--- src/rtl/axi_ic_pkg.sv ---
// Shared definitions for the AXI interconnect: ceil-log2 helper, BRESP codes
// and the master-count limit.
package axi_ic_pkg;

    localparam int MAX_MASTER_N = 16;

    localparam logic [1:0] AXI_RESP_OKAY   = 2'b00;
    localparam logic [1:0] AXI_RESP_EXOKAY = 2'b01;
    localparam logic [1:0] AXI_RESP_SLVERR = 2'b10;
    localparam logic [1:0] AXI_RESP_DECERR = 2'b11;

    // Ceiling log2; clogb2(1) = 0, clogb2(4) = 2, clogb2(5) = 3.
    function automatic int clogb2(input int value);
        int r;
        r = 0;
        while ((1 << r) < value) begin
            r = r + 1;
        end
        return r;
    endfunction

endpackage

--- src/rtl/order_fifo.sv ---
// Small synchronous FIFO holding master IDs in order; the head is presented
// straight from the storage registers so it is valid the cycle after a push.
module order_fifo
    import axi_ic_pkg::*;
#(
    parameter int WIDTH = 4,
    parameter int DEPTH = 4,
    localparam int AW   = clogb2(DEPTH)
) (
    input  logic             clk,
    input  logic             rst_n,
    input  logic             push,
    input  logic [WIDTH-1:0] din,
    input  logic             pop,
    output logic [WIDTH-1:0] dout,
    output logic [AW:0]      count,
    output logic             full,
    output logic             empty
);

    logic [WIDTH-1:0] mem_q [DEPTH];
    logic [AW:0]      wr_ptr_q, wr_ptr_d;
    logic [AW:0]      rd_ptr_q, rd_ptr_d;
    logic             push_en, pop_en;

    // Extra pointer MSB distinguishes full from empty when the indices match.
    assign empty   = (wr_ptr_q == rd_ptr_q);
    assign full    = (wr_ptr_q[AW] != rd_ptr_q[AW]) &&
                     (wr_ptr_q[AW-1:0] == rd_ptr_q[AW-1:0]);
    assign count   = wr_ptr_q - rd_ptr_q;
    assign dout    = mem_q[rd_ptr_q[AW-1:0]];
    assign push_en = push && !full;
    assign pop_en  = pop && !empty;

    always_comb begin
        wr_ptr_d = wr_ptr_q;
        rd_ptr_d = rd_ptr_q;
        if (push_en) wr_ptr_d = wr_ptr_q + 1'b1;
        if (pop_en)  rd_ptr_d = rd_ptr_q + 1'b1;
    end

    always_ff @(posedge clk or negedge rst_n) begin
        if (!rst_n) begin
            wr_ptr_q <= '0;
            rd_ptr_q <= '0;
        end else begin
            wr_ptr_q <= wr_ptr_d;
            rd_ptr_q <= rd_ptr_d;
        end
    end

    always_ff @(posedge clk) begin
        if (push_en) mem_q[wr_ptr_q[AW-1:0]] <= din;
    end

endmodule

--- src/rtl/axi_wb_chn_router.sv ---
// W/B channel router: steers W beats of granted masters to one slave in grant
// order and returns B responses in burst-completion order.
module axi_wb_chn_router
    import axi_ic_pkg::*;
#(
    parameter int MASTER_N          = 4,
    parameter int DATA_WIDTH        = 32,
    parameter int OUTSTANDING_DEPTH = 4,
    parameter int simulation_delay  = 1,
    localparam int MID_W  = clogb2(MASTER_N - 1) + 1,
    localparam int STRB_W = DATA_WIDTH / 8,
    localparam int CNT_W  = clogb2(OUTSTANDING_DEPTH) + 1
) (
    input  logic                         clk,
    input  logic                         rst_n,
    input  logic                         grant_push_valid,
    output logic                         grant_push_ready,
    input  logic [MID_W-1:0]             grant_push_mid,
    input  logic [MASTER_N*DATA_WIDTH-1:0] s_w_data,
    input  logic [MASTER_N*STRB_W-1:0]   s_w_strb,
    input  logic [MASTER_N-1:0]          s_w_last,
    input  logic [MASTER_N-1:0]          s_w_valid,
    output logic [MASTER_N-1:0]          s_w_ready,
    output logic [1:0]                   s_b_resp,
    output logic [MASTER_N-1:0]          s_b_valid,
    input  logic [MASTER_N-1:0]          s_b_ready,
    output logic [DATA_WIDTH-1:0]        m_w_data,
    output logic [STRB_W-1:0]            m_w_strb,
    output logic                         m_w_last,
    output logic                         m_w_valid,
    input  logic                         m_w_ready,
    input  logic [1:0]                   m_b_resp,
    input  logic                         m_b_valid,
    output logic                         m_b_ready,
    output logic [CNT_W-1:0]             outstanding_cnt,
    output logic [1:0]                   err_flags
);

    if (MASTER_N < 2 || MASTER_N > MAX_MASTER_N || simulation_delay < 0) begin : g_param_out_of_range
    end

    logic [MID_W-1:0] w_head, b_head;
    logic             w_full, w_empty, b_full, b_empty;
    logic [CNT_W-1:0] w_count;
    logic             unused_w_count;
    logic             w_en, head_valid, b_head_ready;
    logic             mid_legal, w_push, w_last_hs, b_pop;
    logic [1:0]       err_q, err_d;

    assign unused_w_count = ^w_count;

    assign grant_push_ready = !w_full;
    assign mid_legal        = (grant_push_mid < MID_W'(MASTER_N));
    assign w_push           = grant_push_valid && grant_push_ready && mid_legal;
    // A full B-order FIFO stalls every beat, so a last beat can always push.
    assign w_en             = !w_empty && !b_full;

    always_comb begin
        m_w_data     = '0;
        m_w_strb     = '0;
        m_w_last     = 1'b0;
        head_valid   = 1'b0;
        s_w_ready    = '0;
        s_b_valid    = '0;
        b_head_ready = 1'b0;
        for (int i = 0; i < MASTER_N; i++) begin
            if (w_head == MID_W'(i)) begin
                m_w_data     = s_w_data[i*DATA_WIDTH +: DATA_WIDTH];
                m_w_strb     = s_w_strb[i*STRB_W +: STRB_W];
                m_w_last     = s_w_last[i];
                head_valid   = s_w_valid[i];
                s_w_ready[i] = w_en && m_w_ready;
            end
            if (b_head == MID_W'(i)) begin
                s_b_valid[i] = m_b_valid && !b_empty;
                b_head_ready = s_b_ready[i];
            end
        end
    end

    assign m_w_valid = w_en && head_valid;
    assign w_last_hs = m_w_valid && m_w_ready && m_w_last;
    assign m_b_ready = !b_empty && b_head_ready;
    assign b_pop     = m_b_valid && m_b_ready;
    assign s_b_resp  = m_b_resp;

    order_fifo #(.WIDTH(MID_W), .DEPTH(OUTSTANDING_DEPTH)) u_w_order (
        .clk   (clk),
        .rst_n (rst_n),
        .push  (w_push),
        .din   (grant_push_mid),
        .pop   (w_last_hs),
        .dout  (w_head),
        .count (w_count),
        .full  (w_full),
        .empty (w_empty)
    );

    order_fifo #(.WIDTH(MID_W), .DEPTH(OUTSTANDING_DEPTH)) u_b_order (
        .clk   (clk),
        .rst_n (rst_n),
        .push  (w_last_hs),
        .din   (w_head),
        .pop   (b_pop),
        .dout  (b_head),
        .count (outstanding_cnt),
        .full  (b_full),
        .empty (b_empty)
    );

    always_comb begin
        err_d    = err_q;
        err_d[0] = err_q[0] | (m_b_valid && b_empty);
        err_d[1] = err_q[1] | (grant_push_valid && grant_push_ready && !mid_legal);
    end

    always_ff @(posedge clk or negedge rst_n) begin
        if (!rst_n) err_q <= '0;
        else        err_q <= err_d;
    end

    assign err_flags = err_q;

endmodule

--- config.mk ---
export PLATFORM = sky130hd
export DESIGN_NAME = axi_wb_chn_router
export DESIGN_NICKNAME = d
export VERILOG_FILES = /design/src/rtl/axi_ic_pkg.sv /design/src/rtl/order_fifo.sv /design/src/rtl/axi_wb_chn_router.sv
export SDC_FILE = /design/constraint.sdc
export NUM_CORES = 1
export LEC_CHECK = 0
export BUFFER_PORTS_ARGS = -buffer_cell sky130_fd_sc_hd__buf_4
export CAP_MARGIN = 20
export CORE_AREA = 8 8 93 95
export DETAILED_ROUTE_END_ITERATION = 6
export DIE_AREA = 0 0 101 103
export PLACE_DENSITY_LB_ADDON = 0.2
export SLEW_MARGIN = 25
export SYNTH_ARGS = -nofsm -noshare
export SYNTH_HDL_FRONTEND = slang
export SYNTH_HIERARCHICAL = 1
export SYNTH_SLANG_ARGS = --single-unit
--- constraint.sdc ---
create_clock -name clk -period 5.85 [get_ports clk]
set_clock_uncertainty 0.15 [all_clocks]
set_input_delay 1.755 -clock clk [delete_from_list [all_inputs] [get_ports clk]]
set_output_delay 1.755 -clock clk [all_outputs]
set_load 0.03 [all_outputs]
; ---- After elaboration in Yosys (flattened, before gate mapping)
; Memories as Yosys holds them, arrays and structs flattened.
; Index checks and enable logic that the tools add are counted.
[op_classes]
magnitude_cmp = 1
bitwise = 2
eq_ne = 12
n_addsub = 5
reduce_logical = 25
n_mux = 32
[op_table]
columns = operator, n
row1 = $mux W32, 4
row2 = $mux W1, 24
row3 = $logic_and A1 B1 Y1, 18
row4 = $mux W4, 4
row5 = $add A3 B1 Y3 const B, 4
row6 = $eq A3 B2 Y1 const B, 4
row7 = $eq A3 B1 Y1 const B, 2
row8 = $eq A3 B3 Y1, 2
row9 = $logic_not A3 Y1, 2
row10 = $logic_not A1 Y1, 5
row11 = $eq A2 B2 Y1, 2
row12 = $lt A3 B3 Y1 const B, 1
row13 = $sub A3 B3 Y3, 1
row14 = $ne A1 B1 Y1, 2
row15 = $or A1 B1 Y1, 2
[word_totals]
ramBits = 24
in_bits = 166
wordCells = 84
out_inout_bits = 55
regBits = 14
mem_count = 2
[mem_list]
columns = memory, words, word_bits, rd, rd_ports_with_merged_regs, wr, line_no
row1 = u_b_order.mem_q, 4, 3, 1, 0, 1, order_fifo.sv:21  ; logic [WIDTH-1:0] mem_q [DEPTH];
row2 = u_w_order.mem_q, 4, 3, 1, 0, 1, order_fifo.sv:21

; ---- Depth between registers and ports, before layout
; An unclocked memory read counts as a cell.
[logic_depth]
word_depth = 12
ltp_mapped = 10

; ---- Modules after synthesis
; The synthesis kept the hierarchy.
[by_module_without_submodules]
columns = module, cells_per_inst, seq_area_each_um2, n_inst, area_per_inst_um2
row1 = order_fifo, 60, 510.5, 2, 889.6
row2 = axi_wb_chn_router, 120, 50.0, 1, 1425.1

; ---- Least setup slack after synthesis
; No wires, ideal clock.
[synth_path]
path_type = in2out
startpoint = input port m_w_ready
endpoint = output port s_w_ready[1]
setup_slack_ns = 1.063
required_time_ns = 3.945
t_arrival_ns = 2.882
cell_stages = 2
path_cell_list = nand2_1 nor4b_1
[synth_between]
elab_chain_cells = 2
[synth_rtl]
columns = element, line_no
row1 = "start, declared", axi_wb_chn_router.sv:31  ; input logic m_w_ready,
row2 = $logic_and A1 B1 Y1, axi_wb_chn_router.sv:72  ; s_w_ready[i] = w_en && m_w_ready;
row3 = $mux W1, axi_wb_chn_router.sv:67  ; if (w_head == MID_W'(i)) begin
row4 = "end, declared", axi_wb_chn_router.sv:23  ; output logic [MASTER_N-1:0] s_w_ready,
; No other way between the ends.

; ---- Worst setup path in the final report
[layout_path]
startpoint = register u_w_order.rd_ptr_q[0]
endpoint = output port m_w_valid
[layout_between]
elab_chain_cells = 7
elab_cells_between_ends = 13
cone_classes = 4 x eq/ne / 4 x mux / 4 x reduce/logical / 1 x memory
[layout_rtl]
columns = element, line_no
row1 = "start, declared", order_fifo.sv:23  ; logic [AW:0] rd_ptr_q, rd_ptr_d;
row2 = "start signal, assigned", order_fifo.sv:48  ; rd_ptr_q <= rd_ptr_d;
row3 = $mem_v2 Z4 W3 *, --
row4 = via w_head[1], axi_wb_chn_router.sv:42  ; logic [MID_W-1:0] w_head, b_head;
row5 = $logic_not A3 Y1, axi_wb_chn_router.sv:67
row6 = $mux W1 (3 in series), axi_wb_chn_router.sv:67
row7 = $mux W1 *, axi_wb_chn_router.sv:67
row8 = $logic_and A1 B1 Y1 *, axi_wb_chn_router.sv:81  ; assign m_w_valid = w_en && head_valid;
row9 = "end, declared", axi_wb_chn_router.sv:30  ; output logic m_w_valid,
; Mark *: on every way through the listed nets, which the timed path passes. The rest lies on a longest branch.

==> results.rst <==
.. list-table::
   :header-rows: 1

   * - Metric
     - Value
   * - Result of the run
     - finished clean
   * - Synth Net Count
     - 417
   * - Number of placement rows
     - 31
   * - Final total power
     - 2.54 mW
   * - Slew at the pin closest to its max-slew limit
     - 0.922 ns
   * - Layout cell share with drive strength beyond 1
     - a little under two thirds
   * - Relative max-transition margin
     - 38.6%
   * - Critical Path Slowest Stage Cell
     - sky130_fd_sc_hd__mux4_4
   * - CTS tree
     - done
   * - Post-CTS setup buffers
     - 0
   * - Yosys warning count
     - 6
   * - Post-cts hold buffer count
     - 0
   * - Clk_lat worst skew
     - 0.28 ns
   * - Post-DP HPWL
     - 9.54 mm
   * - Die outline height
     - 103 µm
   * - Number of cells upsized or downsized after cts
     - 0
   * - Average footprint of a synthesized cell
     - about 13 µm²
   * - Hold Path Depth
     - 1
   * - Achievable clock frequency
     - 213 MHz
   * - Maximum number of pins on one net before global-route repair
     - 49
   * - Final Hold Fails
     - 0
   * - Static leakage power
     - between 2 and 2.5 nW
   * - Setup TNS
     - 0 ns
   * - Largest fanout on the critical path
     - 48
   * - Clock period minus worst slack
     - between 4 and 5 ns
   * - GPL Wtd Cong
     - 0.893
   * - CP top delay family
     - multiplexers
   * - Top-Level Pins
     - between 200 and 250
   * - Detailed-route via count
     - 2866
   * - Cells traversed along the worst timing path
     - mux4_4 -> mux2_2 -> a22oi_1 -> nor3_1 -> buf_4
   * - Netlist Area Pre-Place
     - about 3200 µm²
   * - Count of nets left with antenna violations after detail routing
     - 0
   * - Core footprint
     - 7140 µm²
   * - Arrival time at the worst endpoint
     - approximately 2.8 ns
   * - Max VDD drop
     - ~0.29 mV
   * - First-pass GRT wire length
     - 16.7 mm
   * - Critical setup path kind
     - reg2out
   * - Cell depth of the worst setup path
     - 5
   * - Max Root-Sink Buffers
     - 2
   * - Final setup violation count
     - 0
   * - Util after Layout
     - 69.1%
   * - R2R cell count
     - 7
   * - Vias per cell
     - 5.27
   * - Worst-case setup slack after placement
     - about 1.3 ns
   * - Count of input and output buffers
     - 216
   * - Power density over cell area
     - 514 nW/µm²
   * - Overall global routing resource usage
     - approximately 21%
   * - Min setup slack post-route
     - 1.16 ns
   * - Total clock buffers created by CTS
     - 5
   * - Maximum cell stage delay along the critical path
     - around 1.0 ns
   * - DRC errors left
     - 0
   * - Number of violations reported at the end of detailed-routing iteration 0
     - 74
   * - Kind of capture point of the worst setup path
     - output pin
   * - Area enclosed by the die boundary
     - 10400 µm²
   * - Pins over their slew limit
     - 0
   * - Post-route fraction of the period consumed by the critical path
     - 80.1%
   * - Post-detailed-route wirelength per cell
     - 20.8 µm
   * - Depth of the CTS H-tree
     - 2
   * - Wire length reported by the detailed router
     - 11.3 mm
   * - Global route overflow
     - 0
   * - Req. time, crit path
     - between 3 and 4 ns
   * - Crit path buffers/inverters
     - 1
   * - Instance count of the mapped netlist
     - between 200 and 250
   * - Hold Crit Class
     - reg2reg
   * - Clock sink count
     - 38
   * - Root Buffer
     - sky130_fd_sc_hd__clkbuf_8
   * - Diode count
     - 0
   * - Critical Path Start Type
     - flop
   * - Number of global-route vias before repair
     - 3206
   * - Syn-to-layout area delta
     - 55.7%
   * - Initial core utilization
     - 44.4%
   * - Clock transition at the register clock pins on the worst setup and hold paths after CTS
     - 0.07 ns
   * - Maximum capacitance violations
     - 0
   * - Initial antenna violation count
     - 0
   * - Setup repair after global routing missed its margin
     - false
   * - Count of TritonRoute iterations in the first routing pass
     - 5
   * - Horizontal die dimension
     - 101 µm
   * - Number of nets in the layout
     - roughly 630
   * - Worst hold slack after final layout
     - 0.319 ns
final cells by class:
| class | instances | area (µm²) |
|---|---|---|
| Fill cell | 568 | 2200 |
| Multi-Input combinational cell | 167 | 1930 |
| Timing Repair Buffer | 217 | 1640 |
| Sequential cell | 38 | 1070 |
| Tap cell | 99 | 124 |
| Clock buffer | 5 | 68.8 |
| Inverter | 15 | 56.3 |
| Clock inverter | 3 | 40.0 |
layout by cell type (no fill, tap or decap), types with 5 or more instances in the layout:
cell                         n
sky130_fd_sc_hd__mux4_2     42
sky130_fd_sc_hd__xnor2_1     5
sky130_fd_sc_hd__clkbuf_8    5
sky130_fd_sc_hd__buf_4     216
sky130_fd_sc_hd__inv_1      15
sky130_fd_sc_hd__nor2b_1    37
sky130_fd_sc_hd__ha_1       14
sky130_fd_sc_hd__edfxtp_1   24
sky130_fd_sc_hd__nand2_1    12
sky130_fd_sc_hd__dfrtp_1    14
sky130_fd_sc_hd__and3_1      9
sky130_fd_sc_hd__nor2_1      6
sky130_fd_sc_hd__mux2_2      5
path summary, 6_finish.rpt:
check | to | from | slack, ns
hold / removal | err_flags[0] | err_flags[0] | 0.32
hold reg to reg | err_flags[0] | err_flags[0] | 0.32
setup / recovery | m_w_valid | u_w_order/rd_ptr_q[0] | 1.16
setup reg to reg | u_b_order/wr_ptr_q[1] | u_w_order/rd_ptr_q[0] | 2.08
max in group asynchronous | u_w_order/rd_ptr_q[0] | rst_n | 4.20
min in group asynchronous | u_w_order/wr_ptr_q[0] | rst_n | 1.16
worst register-to-register path: cells and delay by family (launching register included):
family / cells / cell delay, ns
muxes: 4 / 1.88
and+or+nand+nor: 1 / 0.73
DFF: 1 / 0.53
AOI/OAI and AO/OA: 1 / 0.27
buffers and inverters: 1 / 0.11
state kept, by name, summed over array words and instances (netlist names):
register            cells
u_b_order/rd_ptr_q      3
u_b_order/wr_ptr_q      3
u_w_order/rd_ptr_q      3
u_w_order/mem_q        12
u_b_order/mem_q        12
err_flags               2
u_w_order/wr_ptr_q      3
per-stage QoR:
step,std cells,instance area [µm²]
4_1_cts,544,4930
5_1_grt,544,4930
3_3_place_gp,536,4820
3_5_place_dp,536,4820
6_report,544,4930
2_1_floorplan,236,3170
metal layers:
metal  wire length (µm)  global-route usage, %
met3               1190                   8.85
met5                  0                      0
met4                290                   7.10
met2               6010                   37.5
met1               3810                   21.0
where the power goes:
group	internal (mW)	total [mW]	switching [mW]
Sequential	0.358	0.432	0.0743
Clock	0.125	0.214	0.0889
Combinational	0.859	1.89	1.03
Total	1.34	2.54	1.20
Power figures use the tool's default switching activity.
